[src/rtl/pc_gen_pkg.sv]
// rtl/pc_gen_pkg.sv - shared trap request codes, cause codes and FSM states for pc_gen
package pc_gen_pkg;

  localparam logic [1:0] E_CALL       = 2'd1;
  localparam logic [1:0] E_BREAK      = 2'd2;
  localparam logic [1:0] MEM_MISALIGN = 2'd3;

  localparam logic [2:0] CAUSE_BR_MISALIGN  = 3'd0;
  localparam logic [2:0] CAUSE_ECALL        = 3'd1;
  localparam logic [2:0] CAUSE_EBREAK       = 3'd2;
  localparam logic [2:0] CAUSE_MEM_MISALIGN = 3'd3;

  typedef enum logic [1:0] {
    S_RUN     = 2'd0,
    S_HANDLER = 2'd1,
    S_HALT    = 2'd2
  } pc_state_e;

  // Trap request codes line up with the low bits of the cause codes.
  function automatic logic [2:0] req_to_cause(input logic [1:0] req);
    return {1'b0, req};
  endfunction

endpackage

[src/rtl/carry_lookahead_adder.sv]
// rtl/carry_lookahead_adder.sv - W-bit generate/propagate adder, carry-out dropped (wraps modulo 2^W)
module carry_lookahead_adder #(
  parameter int W = 32
) (
  input  logic [W-1:0] a,
  input  logic [W-1:0] b,
  input  logic         cin,
  output logic [W-1:0] sum
);

  logic [W-1:0] g;
  logic [W-1:0] p;

  assign g = a & b;
  assign p = a ^ b;

  always_comb begin
    logic cy;
    cy  = cin;
    sum = '0;
    for (int i = 0; i < W; i++) begin
      sum[i] = p[i] ^ cy;
      cy     = g[i] | (p[i] & cy);
    end
  end

endmodule

[src/rtl/pc_gen.sv]
// rtl/pc_gen.sv - fetch PC generator: sequential step, branch redirect, trap vectoring and return
module pc_gen
  import pc_gen_pkg::*;
#(
  parameter int               XLEN      = 32,
  parameter logic [XLEN-1:0]  RESET_VEC = '0,
  parameter logic [XLEN-1:0]  TRAP_BASE = 'h800,
  parameter bit               VECTORED  = 1'b1,
  parameter int               IALIGN    = 32
) (
  input  logic            i_clk,
  input  logic            i_rst,
  input  logic            i_stall,
  input  logic            i_is_branch_true,
  input  logic [XLEN-1:0] i_branch_addr,
  input  logic [1:0]      i_trap,
  input  logic            i_mret,
  output logic [XLEN-1:0] o_r_pc,
  output logic            o_trap_taken,
  output logic [2:0]      o_cause,
  output logic [XLEN-1:0] o_epc,
  output logic [XLEN-1:0] o_tval,
  output logic            o_in_handler,
  output logic            o_halted
);

  localparam logic [XLEN-1:0] INC = XLEN'(IALIGN / 8);

  pc_state_e       state_q, state_d;
  logic [XLEN-1:0] pc_inc, pc_d, epc_d, tval_d, vector;
  logic [2:0]      cause_d, trap_cause;
  logic            taken_d, misalign, trap_evt;

  carry_lookahead_adder #(.W(XLEN)) u_inc (
    .a   (o_r_pc),
    .b   (INC),
    .cin (1'b0),
    .sum (pc_inc)
  );

  assign misalign   = i_is_branch_true &
                      ((IALIGN == 32) ? (|i_branch_addr[1:0]) : i_branch_addr[0]);
  assign trap_evt   = misalign | (i_trap != 2'b00);
  assign trap_cause = misalign ? CAUSE_BR_MISALIGN : req_to_cause(i_trap);
  assign vector     = VECTORED ? (TRAP_BASE + {{(XLEN-5){1'b0}}, trap_cause, 2'b00})
                               : TRAP_BASE;

  always_comb begin
    state_d = state_q;
    pc_d    = o_r_pc;
    epc_d   = o_epc;
    cause_d = o_cause;
    tval_d  = o_tval;
    taken_d = 1'b0;
    case (state_q)
      S_RUN, S_HANDLER: begin
        if (trap_evt) begin
          // A trap raised while already in the handler is a double fault.
          if (state_q == S_HANDLER) begin
            state_d = S_HALT;
          end else begin
            state_d = S_HANDLER;
            pc_d    = vector;
            epc_d   = o_r_pc;
            cause_d = trap_cause;
            tval_d  = misalign ? i_branch_addr : '0;
            taken_d = 1'b1;
          end
        end else if (i_mret && (state_q == S_HANDLER)) begin
          state_d = S_RUN;
          pc_d    = o_epc;
        end else if (i_is_branch_true) begin
          pc_d = i_branch_addr;
        end else if (!i_stall) begin
          pc_d = pc_inc;
        end
      end
      default: ;
    endcase
  end

  always_ff @(posedge i_clk or posedge i_rst) begin
    if (i_rst) begin
      state_q      <= S_RUN;
      o_r_pc       <= RESET_VEC;
      o_epc        <= '0;
      o_tval       <= '0;
      o_cause      <= '0;
      o_trap_taken <= 1'b0;
    end else begin
      state_q      <= state_d;
      o_r_pc       <= pc_d;
      o_epc        <= epc_d;
      o_tval       <= tval_d;
      o_cause      <= cause_d;
      o_trap_taken <= taken_d;
    end
  end

  assign o_in_handler = (state_q == S_HANDLER);
  assign o_halted     = (state_q == S_HALT);

endmodule
[config.mk]
export PLATFORM = sky130hd
export DESIGN_NAME = pc_gen
export DESIGN_NICKNAME = d
export VERILOG_FILES = /design/src/rtl/pc_gen_pkg.sv /design/src/rtl/carry_lookahead_adder.sv /design/src/rtl/pc_gen.sv
export SDC_FILE = /design/constraint.sdc
export NUM_CORES = 1
export LEC_CHECK = 0
export ABC_AREA = 0
export CAP_MARGIN = 0
export CORE_MARGIN = 5
export CORE_UTILIZATION = 40
export CTS_CLUSTER_DIAMETER = 40
export DETAILED_ROUTE_END_ITERATION = 8
export PLACE_DENSITY = 0.76
export SETUP_SLACK_MARGIN = 0.3
export SYNTH_ARGS = -nofsm -noshare
export SYNTH_HDL_FRONTEND = slang
export SYNTH_SLANG_ARGS = --single-unit
[constraint.sdc]
create_clock -name i_clk -period 15.3 [get_ports i_clk]
set_input_delay 2.295 -clock i_clk [delete_from_list [all_inputs] [get_ports i_clk]]
set_output_delay 2.295 -clock i_clk [all_outputs]
set_load 0.01 [all_outputs]
# Yosys cells after proc, flatten, opt, wreduce, memory -nomap -nowiden
# Index checks and enable logic that the tools add are counted.
# totals
ff_bits,102
inputBits,39
out_inout_bits,102
wordCells,97
# op_classes
n_addsub,1
n_eq_ne,4
muxes,13
n_bitwise,61
reduce_logical,11
# op_table
operator,n
two-way mux 32 bit,6
bitwise AND 1 bit,29
bitwise XOR 1 bit,29
adder 12 x 4 -> 13 bit (first input constant),1
AND reduction 3 bit,3
two-way mux 2 bit,4
inequality test 4 x 1 -> 1 bit (second input constant),1
nonzero test 2 bit,2
OR reduction 2 bit,2
two-way mux 1 bit,3
nonzero test 3 bit,1
== test 2 x 1 -> 1 bit (second input constant),1
== test 2 bit (second input constant),1
zero test 2 bit,1
inequality test 2 bit (second input constant),1
NOT 1 bit,2
AND reduction 2 bit,1
logical AND 1 bit,1
OR 1 bit,1

# Logic depth before layout (Yosys ltp)
# logic_depth
depth_word,33
mapped_depth,32
mapped_depth_nobuf,32

# Modules after synthesis
# From an unflattened synthesis, not the netlist that was laid out.
# hier_totals
cells_unflattened,388
hier_area_um2,5386.4
# modules_own_cells
mod,n_inst,cells_each,area_per_inst_um2,seq_area_each_um2
pc_gen,1,351,4723.3,2527.4
carry_lookahead_adder,1,37,663.1,0.0

# Worst setup path after synthesis
# OpenSTA, ideal clock, no wires.
# synth_timing
path_kind,register -> register
from,reg o_r_pc[2]
to,reg o_r_pc[30]
setup_time_ns,0.125
arrival_time_ns,5.810
required_ns,15.175
slack_ns,9.365
path_stages_with_launch,32
path_buffers,0
period_less_slack_ns,5.935
cell_sequence,dfrtp_1 > ha_1 > ha_1 > ha_1 > ha_1 > ha_1 > ha_1 > ha_1 > ha_1 > ha_1 > ha_1 > ha_1 > ha_1 > ha_1 > ha_1 > ha_1 > ha_1 > ha_1 > ha_1 > ha_1 > ha_1 > ha_1 > ha_1 > ha_1 > ha_1 > ha_1 > ha_1 > ha_1 > ha_1 > mux2i_1 > a211oi_1 > mux2_4
# synth_via
elab_chain_len,32
# synth_lines
item,line_no,text
"start, declared",pc_gen.sv:18,"output logic [XLEN-1:0] o_r_pc,"
"start signal, assigned",pc_gen.sv:92,o_r_pc <= pc_d;
bitwise AND 1 bit (27 in series),carry_lookahead_adder.sv:23,cy = g[i] | (p[i] & cy);
bitwise XOR 1 bit,carry_lookahead_adder.sv:22,sum[i] = p[i] ^ cy;
two-way mux 32 bit,pc_gen.sv:74,end else if (!i_stall) begin
two-way mux 32 bit,pc_gen.sv:72,end else if (i_is_branch_true) begin
two-way mux 32 bit,pc_gen.sv:69,end else if (i_mret && (state_q == S_HANDLER)) begin
two-way mux 32 bit,pc_gen.sv:57,if (trap_evt) begin
# Every way passes these cells. The select of a mux whose other input is x is not followed.
# A chain may end at the register's enable or synchronous reset.

# Worst setup path in the final report
# Same ends and word-level chain as after synthesis.

==> results.cfg <==
[setup_path]
critical_path.max_fanout = 5
cp_delay_by_family_top = adder cells
setup.worst_path.end_class = flip-flop
startpoint_type = flip-flop
cp.required_ns = 15.53
path_class = flip-flop to flip-flop
slowest_stage = sky130_fd_sc_hd__dfrtp_1
cpMostUsedCell = sky130_fd_sc_hd__ha_1
cp.arrival_ns = 6.60
critPathBufInv = 0
crit_path_max_incr_delay_ns = 0.42

[logic_synthesis]
synthesized_area_fraction_occupied_by_ao_oa_aoi_and_oai_cells_pct = 13.26
synth_cells = 384
synth_area_per_cell_um2 = 13.02
synth.net_count = 451
yosys_register_bits = 101
yosys.area_share.simple_pct = 4.429
post_synth_fa_ha_maj_area_fraction_pct = 7.007
synth.cell_area_um2 = 5000
synthXorXnorAreaFrac_pct = 0.1752
ys_types = 37
synth_warnings = 0
synth_seq_area_share_pct = 50.55
dominant_combinational_cell_family_by_area_after_synthesis = multiplexers
synthMuxAreaShare_pct = 20.92

[outcome]
outcome = finished clean

[die]
placeableCoreArea_um2 = 12110
die_w_um = 121.8
num_rows = 40
start_util_pct = 41.28
io-pin-count = 141
die_y_um = 121.8
dieArea_um2 = 14840

[sta]
accumulated_negative_setup_slack_ns = 0
final_period_minus_worst_setup_slack_ns = 6.373
tightestPinTransition_ns = 1.149
fin_crit_sh_pct = 41.66
timing_max_transition_violations_final = 0
finClkSkew_ns = 0.007836
setup_viol = 0
timing.fmax_mhz = 156.9
grt_setup_unrepaired = false
maxSlewHeadroom_pct = 23.17
finalHoldViolations = 0

[layout]
num_antenna_cells = 0
postLayoutCoreUtil_pct = 55.77
mostFrequentLayoutCells = sky130_fd_sc_hd__clkdlybuf4s50_1 (138), sky130_fd_sc_hd__dfrtp_1 (101), sky130_fd_sc_hd__mux2_1 (32)
nNetsFinal = 574
drive_above_1_share_pct = 9.804
mostFrequentLayoutCell = sky130_fd_sc_hd__clkdlybuf4s50_1
finalNonFillerCells = 678
area_growth_pct = 35.11

[global_route]
grt_max_degree = 60
grt_first_pass_wirelength_mm = 20.51
groute.usage.overall_pct = 17.58
via_count_of_the_first_global_routing_pass = 3856
grt.overflow.total = 0
antenna_found_initial = 0

[clocking]
number_of_buffers_created_by_cts = 9
post_cts_hold_buffer_count = 0
post_cts.repair.setup_buffers = 0
cts_h_tree_lvls = 3
root_buffer = sky130_fd_sc_hd__clkbuf_16
clock_transition_at_the_register_clock_pins_on_the_worst_setup_and_hold_paths_after_cts_ns = 0.07
clock_tree_from_tritoncts = done
clkLatencyLatePin_ns = 0.34
clock_path_buffers = 2
ctsResizeCount = 0
cts_num_sinks = 101

[drt]
drt-total-wl_mm = 12.63
drc = 0
vias = 3570
detailedRoute.firstPassIterationCount = 4
routed_via_density = 5.265
detail_route.iter0.violations = 189
route.antenna.remaining_nets = 0
post_drt_wl_per_cell_um = 18.63

[placed_design]
place.gp.congestion = 0.7443
detailed_placer_s_ending_hpwl_mm = 8.835
placed_cells_incl_taps = 664
placement.io_buffers = 139

[power_and_ir_drop]
power.share.clock_pct = 28.9
p_leak_nw = 3.300
vdd_ir_drop_max_uv = 47.49
intPower_mw = 0.5672
power_per_cell_area_nw_per_um2 = 114.6
pwr-share-comb_pct = 26.1
net_switching_mw = 0.2070
pwr-share-seq_pct = 45.0
switching_share_pct = 26.74
report.power.total_mw = 0.7742

[hold_path]
timing.hold.worst.class = flip-flop to flip-flop

[job]
max_cap_viol_count = 0
Yosys cell counts, drive strengths merged:
cell type	n	share of area [%]
mux2i	28	5.6
o2bb2ai	2	0.35
a2111oi	1	0.20
a21o	3	0.60
xor2	1	0.18
a211o	2	0.35
conb	1	0.075
nand2b	1	0.28
a211oi	27	4.1
o21a	1	0.15
or2	1	0.13
nor3b	1	0.15
dfrtp	101	51
mux2	59	15
a21oi	2	0.20
and3b	1	0.18
a22o	31	5.4
o21ai	9	0.98
ha	28	7.0
nor2b	3	0.38
buf	23	2.8
clkbuf	8	0.60
nor2	30	2.3
nor3	4	0.40
nand2	7	0.53
nand3b	1	0.15
o211ai	1	0.15
inv	3	0.23
a32o	4	0.80
cell type report:
cell class,count,area (um2)
fill,1055,5356
sequential,101,2527
multi-input combinational,249,2306
timing repair buffer,143,1416
clock buffer,12,246.5
tap,168,210.2
clock inverter,2,35.03
inverter,3,13.76
worst reg2reg max path, delay by kind of cell (launching register included):
family / cells / cell delay [ns]
mux: 2 / 0.44
fa+ha+maj: 28 / 5.31
compound gates: 1 / 0.09
flops: 1 / 0.42
power by group through the flow:
| stage | registers, mW | clock network, mW | logic (mW) |
|---|---|---|---|
| floorplan | 0.365 | 0 | 0.0676 |
| global placement | 0.350 | 0 | 0.202 |
| detailed placement | 0.352 | 0 | 0.205 |
| CTS | 0.348 | 0.228 | 0.206 |
| global route | 0.355 | 0.237 | 0.218 |
| finish | 0.348 | 0.224 | 0.202 |
state kept, by name, summed over array words and instances (netlist names):
register,flops
o_tval,32
o_epc,32
o_trap_taken,1
o_r_pc,32
o_cause,2
state_q,2
kinds of logic after synthesis:
| logic type | after synthesis |
|---|---|
| flops | 101 |
| mux | 87 |
| compound gates | 83 |
| simple gates | 49 |
| buf+inv | 34 |
| fa+ha+maj | 28 |
| other cells | 1 |
| xor+xnor | 1 |
metal layers:
layer	global-route usage (%)	routed length, um	vias up
li1	-	-	1663
met1	22.79	5548	1799
met2	28.56	6092	98
met3	5.664	883	10
met4	4.482	109	0
met5	0	0	-
worst paths after layout:
path | cells after the start | start | to | slack (ns)
max | 31 | o_r_pc[2] | o_r_pc[30] | 8.93
min | 1 | o_cause[0] | o_cause[0] | 0.49
max reg2reg | 31 | o_r_pc[2] | o_r_pc[30] | 8.93
min reg2reg | 1 | o_cause[0] | o_cause[0] | 0.49
max in group asynchronous | 3 | i_rst | o_r_pc[9] | 11.84
min in group asynchronous | 2 | i_rst | o_epc[23] | 2.43
per-stage QoR:
step	instance area [um2]	worst slack, ns	hold WS (ns)
after floorplan	5000	9.365	0.5212
after global placement	6474	8.988	0.4730
after detailed placement	6474	8.925	0.4860
after CTS	6755	8.873	0.4967
after global routing	6755	8.546	0.5277
final	6755	8.927	0.4918
(Power assumes the default switching activity.)
